$ cat config.mk
export PLATFORM = sky130hd
export DESIGN_NAME = ram_port_arbiter_flat
export DESIGN_NICKNAME = d
export VERILOG_FILES = /design/src/rtl/ram_port_arbiter_if.sv /design/src/rtl/ram_port_arbiter.sv /design/src/flat_wrapper.sv
export SDC_FILE = /design/constraint.sdc
export NUM_CORES = 1
export LEC_CHECK = 0
export CAP_MARGIN = 20
export CELL_PAD_IN_SITES_DETAIL_PLACEMENT = 1
export CELL_PAD_IN_SITES_GLOBAL_PLACEMENT = 1
export CORE_UTILIZATION = 31
export CTS_CLUSTER_DIAMETER = 200
export DETAILED_ROUTE_END_ITERATION = 7
export PLACE_DENSITY_LB_ADDON = 0.1
export SLEW_MARGIN = 20
export SYNTH_ARGS = -nofsm -noshare
export SYNTH_HDL_FRONTEND = slang
export SYNTH_SLANG_ARGS = --single-unit
$ cat constraint.sdc
create_clock -name clk -period 4.4 [get_ports clk]
set_input_delay 0.88 -clock clk [delete_from_list [all_inputs] [get_ports clk]]
set_output_delay 0.88 -clock clk [all_outputs]
set_load 0.05 [all_outputs]
$ cat src/rtl/ram_port_arbiter_if.sv
`default_nettype none
// ============================================================================
//  Module   : ram_port_arbiter_if
//  Purpose  : Requester-side miss-path bus and single Ram port bundle shared
//             between the requesters, the arbiter and the Ram.
//  Revision : 1.0  initial release
// ============================================================================
interface ram_port_arbiter_if #(
   parameter int NREQ       = 2,
   parameter int ADDR_WIDTH = 16,
   parameter int DATA_WIDTH = 32
);
   // requester side
   logic [NREQ-1:0]            req_rden;
   logic [NREQ-1:0]            req_wren;
   logic [NREQ*ADDR_WIDTH-1:0] req_rdaddr;
   logic [NREQ*ADDR_WIDTH-1:0] req_wraddr;
   logic [NREQ*DATA_WIDTH-1:0] req_wdata;
   logic [DATA_WIDTH-1:0]      req_q;
   logic [NREQ-1:0]            req_ack;
   logic [NREQ-1:0]            req_err;
   // Ram side
   logic [ADDR_WIDTH-1:0]      ram_address;
   logic [DATA_WIDTH-1:0]      ram_data_in;
   logic                       ram_write_enable;
   logic                       ram_read_enable;
   logic [DATA_WIDTH-1:0]      ram_data_out;
   logic                       ram_valid_out;

   // arbiter view
   modport slave (
      input  req_rden, req_wren, req_rdaddr, req_wraddr, req_wdata,
      input  ram_data_out, ram_valid_out,
      output req_q, req_ack, req_err,
      output ram_address, ram_data_in, ram_write_enable, ram_read_enable
   );

   // requester / Ram view
   modport master (
      output req_rden, req_wren, req_rdaddr, req_wraddr, req_wdata,
      output ram_data_out, ram_valid_out,
      input  req_q, req_ack, req_err,
      input  ram_address, ram_data_in, ram_write_enable, ram_read_enable
   );
endinterface
`default_nettype wire

$ cat src/rtl/ram_port_arbiter.sv
`default_nettype none
// ============================================================================
//  Module   : ram_port_arbiter
//  Purpose  : Round-robin arbiter sharing one single-port Ram between NREQ
//             cache miss paths. Each tenure does write-back before fetch,
//             returns read data with a one-cycle ack and flags read timeout.
//  Revision : 1.0  initial release
// ============================================================================
module ram_port_arbiter #(
   parameter int NREQ       = 2,
   parameter int ADDR_WIDTH = 16,
   parameter int DATA_WIDTH = 32,
   parameter int TIMEOUT    = 15
) (
   input  logic             clk,
   input  logic             reset,
   ram_port_arbiter_if.slave bus
);

   localparam int IDX_W = (NREQ > 1) ? $clog2(NREQ) : 1;
   localparam int CNT_W = (TIMEOUT > 0) ? $clog2(TIMEOUT + 1) : 1;
   localparam logic [IDX_W-1:0] LAST_IDX  = IDX_W'(NREQ - 1);
   localparam logic [CNT_W-1:0] CNT_LIMIT = CNT_W'(TIMEOUT);
   // the WAIT cycle whose increment reaches TIMEOUT ends the tenure
   localparam logic [CNT_W-1:0] CNT_LAST  = CNT_W'((TIMEOUT > 0) ? TIMEOUT - 1 : 0);

   typedef enum logic [2:0] {
      S_IDLE  = 3'd0,
      S_WRITE = 3'd1,
      S_READ  = 3'd2,
      S_WAIT  = 3'd3,
      S_DONE  = 3'd4
   } state_t;

   state_t                 state_q;
   logic [IDX_W-1:0]       grant_q;
   logic [IDX_W-1:0]       last_grant_q;
   logic                   rden_q;
   logic [ADDR_WIDTH-1:0]  rdaddr_q;
   logic [CNT_W-1:0]       cnt_q;

   logic [DATA_WIDTH-1:0]  req_q_q;
   logic [NREQ-1:0]        req_ack_q;
   logic [NREQ-1:0]        req_err_q;
   logic [ADDR_WIDTH-1:0]  ram_address_q;
   logic [DATA_WIDTH-1:0]  ram_data_in_q;
   logic                   ram_we_q;
   logic                   ram_re_q;

   logic [NREQ-1:0]        eligible;
   logic                   arb_valid_d;
   logic [IDX_W-1:0]       arb_idx_d;
   logic [IDX_W-1:0]       arb_cand_d;

   assign eligible = bus.req_rden | bus.req_wren;

   // Round-robin search: first eligible requester after the last grant wins
   always_comb begin
      arb_valid_d = 1'b0;
      arb_idx_d   = '0;
      arb_cand_d  = '0;
      for (int k = 1; k <= NREQ; k++) begin
         arb_cand_d = IDX_W'((int'(last_grant_q) + k) % NREQ);
         if (!arb_valid_d && eligible[arb_cand_d]) begin
            arb_valid_d = 1'b1;
            arb_idx_d   = arb_cand_d;
         end
      end
   end

   // Tenure sequencer with registered Ram strobes and requester responses.
   // Write address/data go straight to the Ram port at grant, so only the
   // read address and read flag need to be kept for the later READ step.
   always_ff @(posedge clk or posedge reset) begin
      if (reset) begin
         state_q       <= S_IDLE;
         grant_q       <= '0;
         last_grant_q  <= LAST_IDX;
         rden_q        <= 1'b0;
         rdaddr_q      <= '0;
         cnt_q         <= '0;
         req_q_q       <= '0;
         req_ack_q     <= '0;
         req_err_q     <= '0;
         ram_address_q <= '0;
         ram_data_in_q <= '0;
         ram_we_q      <= 1'b0;
         ram_re_q      <= 1'b0;
      end else begin
         ram_we_q  <= 1'b0;
         ram_re_q  <= 1'b0;
         req_ack_q <= '0;
         req_err_q <= '0;
         case (state_q)
            S_IDLE: begin
               if (arb_valid_d) begin
                  grant_q  <= arb_idx_d;
                  rden_q   <= bus.req_rden[arb_idx_d];
                  rdaddr_q <= bus.req_rdaddr[arb_idx_d*ADDR_WIDTH +: ADDR_WIDTH];
                  if (bus.req_wren[arb_idx_d]) begin
                     state_q       <= S_WRITE;
                     ram_we_q      <= 1'b1;
                     ram_address_q <= bus.req_wraddr[arb_idx_d*ADDR_WIDTH +: ADDR_WIDTH];
                     ram_data_in_q <= bus.req_wdata[arb_idx_d*DATA_WIDTH +: DATA_WIDTH];
                  end else begin
                     state_q       <= S_READ;
                     ram_re_q      <= 1'b1;
                     ram_address_q <= bus.req_rdaddr[arb_idx_d*ADDR_WIDTH +: ADDR_WIDTH];
                  end
               end
            end
            S_WRITE: begin
               if (rden_q) begin
                  state_q       <= S_READ;
                  ram_re_q      <= 1'b1;
                  ram_address_q <= rdaddr_q;
               end else begin
                  state_q   <= S_DONE;
                  req_ack_q <= NREQ'(1) << grant_q;
               end
            end
            S_READ: begin
               cnt_q   <= '0;
               state_q <= S_WAIT;
            end
            S_WAIT: begin
               if (bus.ram_valid_out) begin
                  req_q_q   <= bus.ram_data_out;
                  req_ack_q <= NREQ'(1) << grant_q;
                  state_q   <= S_DONE;
               end else if (cnt_q >= CNT_LAST) begin
                  cnt_q     <= CNT_LIMIT;
                  req_ack_q <= NREQ'(1) << grant_q;
                  req_err_q <= NREQ'(1) << grant_q;
                  state_q   <= S_DONE;
               end else begin
                  cnt_q <= cnt_q + 1'b1;
               end
            end
            S_DONE: begin
               last_grant_q <= grant_q;
               state_q      <= S_IDLE;
            end
            default: state_q <= S_IDLE;
         endcase
      end
   end

   assign bus.req_q            = req_q_q;
   assign bus.req_ack          = req_ack_q;
   assign bus.req_err          = req_err_q;
   assign bus.ram_address      = ram_address_q;
   assign bus.ram_data_in      = ram_data_in_q;
   assign bus.ram_write_enable = ram_we_q;
   assign bus.ram_read_enable  = ram_re_q;

endmodule
`default_nettype wire

$ cat src/flat_wrapper.sv
// flat-port wrapper written by rule: the top's interface ports become plain ports
module ram_port_arbiter_flat 
#(
   parameter int NREQ       = 2,
   parameter int ADDR_WIDTH = 16,
   parameter int DATA_WIDTH = 32,
   parameter int TIMEOUT    = 15
)
  (clk, reset, bus_req_rden, bus_req_wren, bus_req_rdaddr, bus_req_wraddr, bus_req_wdata, bus_ram_data_out, bus_ram_valid_out, bus_req_q, bus_req_ack, bus_req_err, bus_ram_address, bus_ram_data_in, bus_ram_write_enable, bus_ram_read_enable);
  ram_port_arbiter_if #(.NREQ(NREQ), .ADDR_WIDTH(ADDR_WIDTH), .DATA_WIDTH(DATA_WIDTH)) bus_i ();
  input  logic clk;
  input  logic reset;
  input wire logic [$bits(bus_i.req_rden)-1:0] bus_req_rden;
  input wire logic [$bits(bus_i.req_wren)-1:0] bus_req_wren;
  input wire logic [$bits(bus_i.req_rdaddr)-1:0] bus_req_rdaddr;
  input wire logic [$bits(bus_i.req_wraddr)-1:0] bus_req_wraddr;
  input wire logic [$bits(bus_i.req_wdata)-1:0] bus_req_wdata;
  input wire logic [$bits(bus_i.ram_data_out)-1:0] bus_ram_data_out;
  input wire logic [$bits(bus_i.ram_valid_out)-1:0] bus_ram_valid_out;
  output wire logic [$bits(bus_i.req_q)-1:0] bus_req_q;
  output wire logic [$bits(bus_i.req_ack)-1:0] bus_req_ack;
  output wire logic [$bits(bus_i.req_err)-1:0] bus_req_err;
  output wire logic [$bits(bus_i.ram_address)-1:0] bus_ram_address;
  output wire logic [$bits(bus_i.ram_data_in)-1:0] bus_ram_data_in;
  output wire logic [$bits(bus_i.ram_write_enable)-1:0] bus_ram_write_enable;
  output wire logic [$bits(bus_i.ram_read_enable)-1:0] bus_ram_read_enable;
  assign bus_i.req_rden = bus_req_rden;
  assign bus_i.req_wren = bus_req_wren;
  assign bus_i.req_rdaddr = bus_req_rdaddr;
  assign bus_i.req_wraddr = bus_req_wraddr;
  assign bus_i.req_wdata = bus_req_wdata;
  assign bus_i.ram_data_out = bus_ram_data_out;
  assign bus_i.ram_valid_out = bus_ram_valid_out;
  assign bus_req_q = bus_i.req_q;
  assign bus_req_ack = bus_i.req_ack;
  assign bus_req_err = bus_i.req_err;
  assign bus_ram_address = bus_i.ram_address;
  assign bus_ram_data_in = bus_i.ram_data_in;
  assign bus_ram_write_enable = bus_i.ram_write_enable;
  assign bus_ram_read_enable = bus_i.ram_read_enable;
  ram_port_arbiter #(.NREQ(NREQ), .ADDR_WIDTH(ADDR_WIDTH), .DATA_WIDTH(DATA_WIDTH), .TIMEOUT(TIMEOUT)) u_core (.clk(clk), .reset(reset), .bus(bus_i));
endmodule
==> impl_metrics.ini, run 1 <==
[placed_design]
dp_slack_ns = 0.8774
globalplace.congestion = 0.7992
dp_cells = 943
dp_hpwl_microns = 12940
port_buffers = 252

[sta]
skew_ns = 0.005134
finalSetupViolCount = 0
timing.final.crit_share_pct = 68.52
finalHoldViolations = 0
tightest_slew_ns = 0.9805
timing.fmax_mhz = 331.7
rsz0062_at_grt = no
min_period_ns = 3.015
relSlewSlack_pct = 34.63
layout_setup_ws_ns = 1.385
drv_slew = 0
setup-tns-final_ns = 0

[critical_path]
ff2ff_path_depth = 6
worstSetupPathType = input pin to register
crit_required_ns = 4.66
endpoint = u_core.bus.ram_address[14]$_DFFE_PP0P_
crit_path_start_kind = input pin
regToRegSetupSlack_ns = 1.95
cp-end-kind = register
critPathArrivalTime_ns = 3.28
r2r_start = u_core.last_grant_q$_DFFE_PP1N_
reg2reg_to = u_core.bus.ram_address[15]$_DFFE_PP0P_
crit_start = bus_req_rden[1]
path_max_fanout = 23

[synth]
synth_area_leaders = dfrtp_1 (52%), mux2i_1 (12%), mux2_2 (6.7%), nand2_1 (5.4%), o21ai_0 (4.6%)
yosysTopAreaCell = dfrtp_1
synth_nets = 668
yosysWarnings = 0
yosys_register_bits = 112
yosysUniqueCellTypes = 41
async_flop_share_pct = 100.0
synthCells = 499
synth.top_cell.area_share_pct = 51.58
synth_seq_area_share_pct = 52.07
synth_ff_type = dfrtp_1
avgSynthCellArea_sq_um = 10.79
synth_area_sq_mm = 0.005385
synth_edf_count = 0

[final_layout]
areaGrowthSynthToFinish_pct = 55.58
final_cell_mix = clkdlybuf4s50_1 (252), dfrtp_1 (111), nand2_1 (77), mux2i_1 (65), o21ai_0 (50)
finalNetCount = 904
fill_cells = 1804
antenna_cells = 0
drive_gt1_share_pct = 8.784
final_common_cell = clkdlybuf4s50_1
stdcell_count = 960
fin_util_pct = 49.99

[job]
maxCapViolCount = 0

[cts]
clockBufferDepth = 2
cts_num_sinks = 112
clk_latency_ns = 0.34
path_clk_slew_ns = 0.07
htree_levels = 3
cts_resized = 0
clockRootBuffer = clkbuf_16
hold_buffers = 0
cts_setup_buffers = 0
cts_tree = yes
numCtsBuffers = 9

[floorplan]
core_sq_mm = 0.01676
die_w_microns = 133.8
std_cell_rows = 47
start_util_pct = 32.13
dieArea_sq_mm = 0.01790
ioPinCount = 253
dieHeight_microns = 133.8

[global_route]
overflow = 0
grt_pass1_vias = 5077
grt_pass1_wl_microns = 27340
grt_max_degree = 67
antenna_found_initial = 0
track_usage_pct = 19.64

[drt]
drtIter0Drc = 186
wl_per_cell_microns = 17.95
via_count = 4788
drc_errors = 0
avgViaCountPerCell = 4.988
postRouteAntennaNets = 0
firstDrtPassIters = 4
routed_wl_microns = 17240

[power_and_ir_drop]
power.leakage_nw = 3.561
p_per_area_mw_per_mm2 = 736.1
ir_drop_mv = 0.3512

[run_status]
run_status = complete, no violations

[worst_hold_path]
hp-class = register to register
==> metrics by stage <==
step	total power [mW]	instance area (sq um)	hold slack (ns)
global route	6.528	8378	0.5110
detailed placement	5.458	8078	0.4701
CTS	6.236	8344	0.4874
global placement	5.360	8078	0.4614
finish	6.167	8378	0.4825
floorplan	4.168	5385	0.4394
==> synth_stat cells (2+ instances only) <==
| library cell | count |
|---|---|
| nand3_1 | 3 |
| clkbuf_1 | 21 |
| a221oi_1 | 16 |
| dfrtp_1 | 111 |
| and2_0 | 6 |
| a211o_1 | 16 |
| inv_1 | 4 |
| buf_2 | 9 |
| mux2_2 | 32 |
| nand2_1 | 77 |
| nor2b_1 | 2 |
| mux2i_1 | 65 |
| o21ai_0 | 50 |
| or2_2 | 2 |
| a21oi_1 | 4 |
| nor3_1 | 2 |
| a31oi_1 | 19 |
| and2_1 | 12 |
| buf_1 | 2 |
| nor2_1 | 23 |
| ha_1 | 2 |
| buf_4 | 2 |
==> critical path: stages <==
cell,delay (ns)
clkdlybuf4s50_1,0.53
or3b_1,0.68
o21ai_4,0.34
buf_16,0.24
a221oi_1,0.11
a211o_1,0.29
a31oi_1,0.18
==> registers in the layout, summed over array words and instances, names as in the netlist, 2 cells and up <==
name                    cells
u_core.bus.ram_address     16
u_core.bus.req_ack          2
u_core.state_q              3
u_core.bus.req_q           32
u_core.rdaddr_q            16
u_core.bus.ram_data_in     32
u_core.bus.req_err          2
u_core.cnt_q                4
==> kinds of logic (layout without fill, tap and decap cells) <==
group / Yosys count / count (layout) / synth area share [%]
multiplexers: 97 / 97 / 18.77
AO/OA/AOI/OAI: 113 / 113 / 13.82
AND/OR/NAND/NOR: 133 / 133 / 10.85
XOR/XNOR: 1 / 1 / 0.1627
adder cells (fa/ha/maj): 2 / 2 / 0.4646
flip-flops: 112 / 112 / 52.07
buffers and inverters: 41 / 282 / 3.857
==> power breakdown <==
group | internal, mW | switching [mW] | total [mW]
Sequential | 1.52 | 0.290 | 1.81
Clock | 0.388 | 0.373 | 0.761
Combinational | 1.31 | 2.29 | 3.60
Total | 3.22 | 2.95 | 6.17
==> layer usage <==
metal / vias up / wire (microns) / GRT usage, %
li1: 2254 / - / -
met1: 2341 / 7022 / 23.55
met2: 177 / 8705 / 34.51
met3: 16 / 1287 / 5.178
met4: 0 / 218 / 5.492
met5: - / 0 / 0
==> how the worst min path moves through the flow <==
stage / from / end / slack, ns / depth (start not counted)
2_1_floorplan: u_core.grant_q$_DFFE_PP0P_ / u_core.bus.req_err[0]$_DFF_PP0_ / 0.44 / 1
3_3_place_gp: u_core.rdaddr_q[15]$_DFFE_PP0P_ / u_core.rdaddr_q[15]$_DFFE_PP0P_ / 0.46 / 2
3_5_place_dp: u_core.bus.ram_data_in[14]$_DFFE_PP0P_ / u_core.bus.ram_data_in[14]$_DFFE_PP0P_ / 0.47 / 2
4_1_cts: u_core.bus.ram_data_in[14]$_DFFE_PP0P_ / u_core.bus.ram_data_in[14]$_DFFE_PP0P_ / 0.49 / 2
5_1_grt: u_core.bus.ram_data_in[20]$_DFFE_PP0P_ / u_core.bus.ram_data_in[20]$_DFFE_PP0P_ / 0.51 / 2
6_report: u_core.bus.ram_data_in[14]$_DFFE_PP0P_ / u_core.bus.ram_data_in[14]$_DFFE_PP0P_ / 0.48 / 2
==> layout make-up <==
cell class,count,area (sq um),area share (%)
clock buffers,12,236.5,2.823
clock inverters,4,30.03,0.3584
inverters,4,17.52,0.2091
multi-input cells,346,2397,28.61
flip-flops and latches,112,2804,33.47
well taps,220,275.3,3.286
repair buffers,262,2618,31.24
Note: power is estimated with default switching activity, not from simulation.
==> run 2, diff against run 1 <==
==> constraint.sdc (replaced) <==
create_clock -name clk -period 2.9 [get_ports clk]
set_input_delay 0.58 -clock clk [delete_from_list [all_inputs] [get_ports clk]]
set_output_delay 0.58 -clock clk [all_outputs]
set_load 0.05 [all_outputs]
==> impl_metrics.ini, run 2 (same netlist as run 1, synthesis figures left out) <==
[drt]
postRouteAntennaNets = 0
firstDrtPassIters = 4
routed_wl_microns = 17210
avgViaCountPerCell = 4.856
via_count = 4671
drtIter0Drc = 160
wl_per_cell_microns = 17.89
drc_errors = 0

[critical_path]
slowest_stage = clkdlybuf4s50_1
crit_required_ns = 3.10
crit_path_start_kind = input pin
cp_cell_sequence = clkdlybuf4s50_1 > or3b_1 > buf_4 > and2_0 > a221oi_1 > a211o_1 > a31oi_1
critPathArrivalTime_ns = 2.55
path_max_fanout = 17
cp-end-kind = register
cpPeakStageDelay_ns = 0.54
worstSetupPathType = input pin to register

[final_layout]
drive_gt1_share_pct = 9.030
fill_cells = 1799
areaGrowthSynthToFinish_pct = 57.30
finalNetCount = 907
final_cell_mix = clkdlybuf4s50_1 (252), dfrtp_1 (111), nand2_1 (77), mux2i_1 (65), o21ai_0 (50)
final_common_cell = clkdlybuf4s50_1
final_area_sq_mm = 0.008471
fin_util_pct = 50.54
antenna_cells = 0

[floorplan]
ioPinCount = 253
core_sq_mm = 0.01676
std_cell_rows = 47
start_util_pct = 32.13
dieHeight_microns = 133.8
die_w_microns = 133.8
dieArea_sq_mm = 0.01790

[cts]
cts_tree = yes
numCtsBuffers = 9
hold_buffers = 0
htree_levels = 3
cts_num_sinks = 112
cts_resized = 0
clockBufferDepth = 2
clk_latency_ns = 0.34
cts_setup_buffers = 0
clockRootBuffer = clkbuf_16
path_clk_slew_ns = 0.07

[global_route]
grt_max_degree = 67
track_usage_pct = 19.93
overflow = 0
antenna_found_initial = 1
grt_pass1_wl_microns = 27580
grt_pass1_vias = 5216

[sta]
timing.fmax_mhz = 426.0
finalSetupViolCount = 0
skew_ns = 0.007765
relSlewSlack_pct = 57.06
tightest_slew_ns = 0.6412
hold_ws_ns = 0.4773
timing.final.crit_share_pct = 80.95
min_period_ns = 2.348
finalHoldViolations = 0
setup-tns-final_ns = 0
rsz0062_at_grt = no
drv_slew = 0
layout_setup_ws_ns = 0.5525

[placed_design]
globalplace.congestion = 0.8361
port_buffers = 252
place_area_sq_mm = 0.008184
dp_slack_ns = 0.2337
dp_hpwl_microns = 13180

[power_and_ir_drop]
p_per_area_mw_per_mm2 = 1121
power.leakage_nw = 3.598
ir_drop_mv = 0.7149

[job]
maxCapViolCount = 0

[worst_hold_path]
hp-class = register to register

[run_status]
run_status = complete, no violations
-- run 2: changes by cell type in the layout (fill, tap and decap cells not counted), sizes merged --
cell | previous run | this run
inv | 5 | 4
bufinv | 0 | 1
clkinv | 2 | 0
buf | 10 | 13
clkbuf | 12 | 11
clkinvlp | 1 | 3
-- run 2: power breakdown --
group / internal (mW) / switching [mW]
clock network: 0.670 / 0.553
registers: 2.31 / 0.433
logic: 2.04 / 3.50
-- run 2: path summary, 6_finish.rpt --
check	start	to	slack (ns)	cells past startpoint
max in group asynchronous	reset	u_core.rdaddr_q[12]$_DFFE_PP0P_	1.59	3
worst min-delay path	u_core.bus.ram_data_in[8]$_DFFE_PP0P_	u_core.bus.ram_data_in[8]$_DFFE_PP0P_	0.48	2
worst max-delay path	bus_req_rden[1]	u_core.bus.ram_address[8]$_DFFE_PP0P_	0.55	7
worst max register to register	u_core.last_grant_q$_DFFE_PP1N_	u_core.bus.ram_address[8]$_DFFE_PP0P_	0.92	6
worst min register to register	u_core.bus.ram_data_in[8]$_DFFE_PP0P_	u_core.bus.ram_data_in[8]$_DFFE_PP0P_	0.48	2
min in group asynchronous	reset	u_core.bus.req_q[30]$_DFFE_PP0P_	0.68	2
-- run 2: layer usage --
metal / global-route usage (%) / wire length, microns
met5: 0 / 0
met4: 5.682 / 196
met2: 35.69 / 8784
met1: 24.04 / 7193
met3: 4.082 / 1039
-- run 2: worst max-delay path, delay by kind of cell --
family	cells	cell delay, ns
AO/OA/AOI/OAI	3	0.55
buffers and inverters	2	0.78
AND/OR/NAND/NOR	2	0.62
-- run 2: through the flow --
step           std cells  total power, mW
2_1_floorplan        499            6.325
3_3_place_gp         947            8.212
3_5_place_dp         947            8.377
4_1_cts              962            9.636
5_1_grt              962            10.07
6_report             962            9.499
-- run 2: layout make-up --
class	count	area, sq um	share of cell area (%)
flip-flops and latches	112	2804	33.10
repair buffers	265	2695	31.82
multi-input cells	346	2391	28.23
well taps	220	275.3	3.250
clock buffers	11	232.7	2.747
clock inverters	4	53.80	0.6352
inverters	4	18.77	0.2216
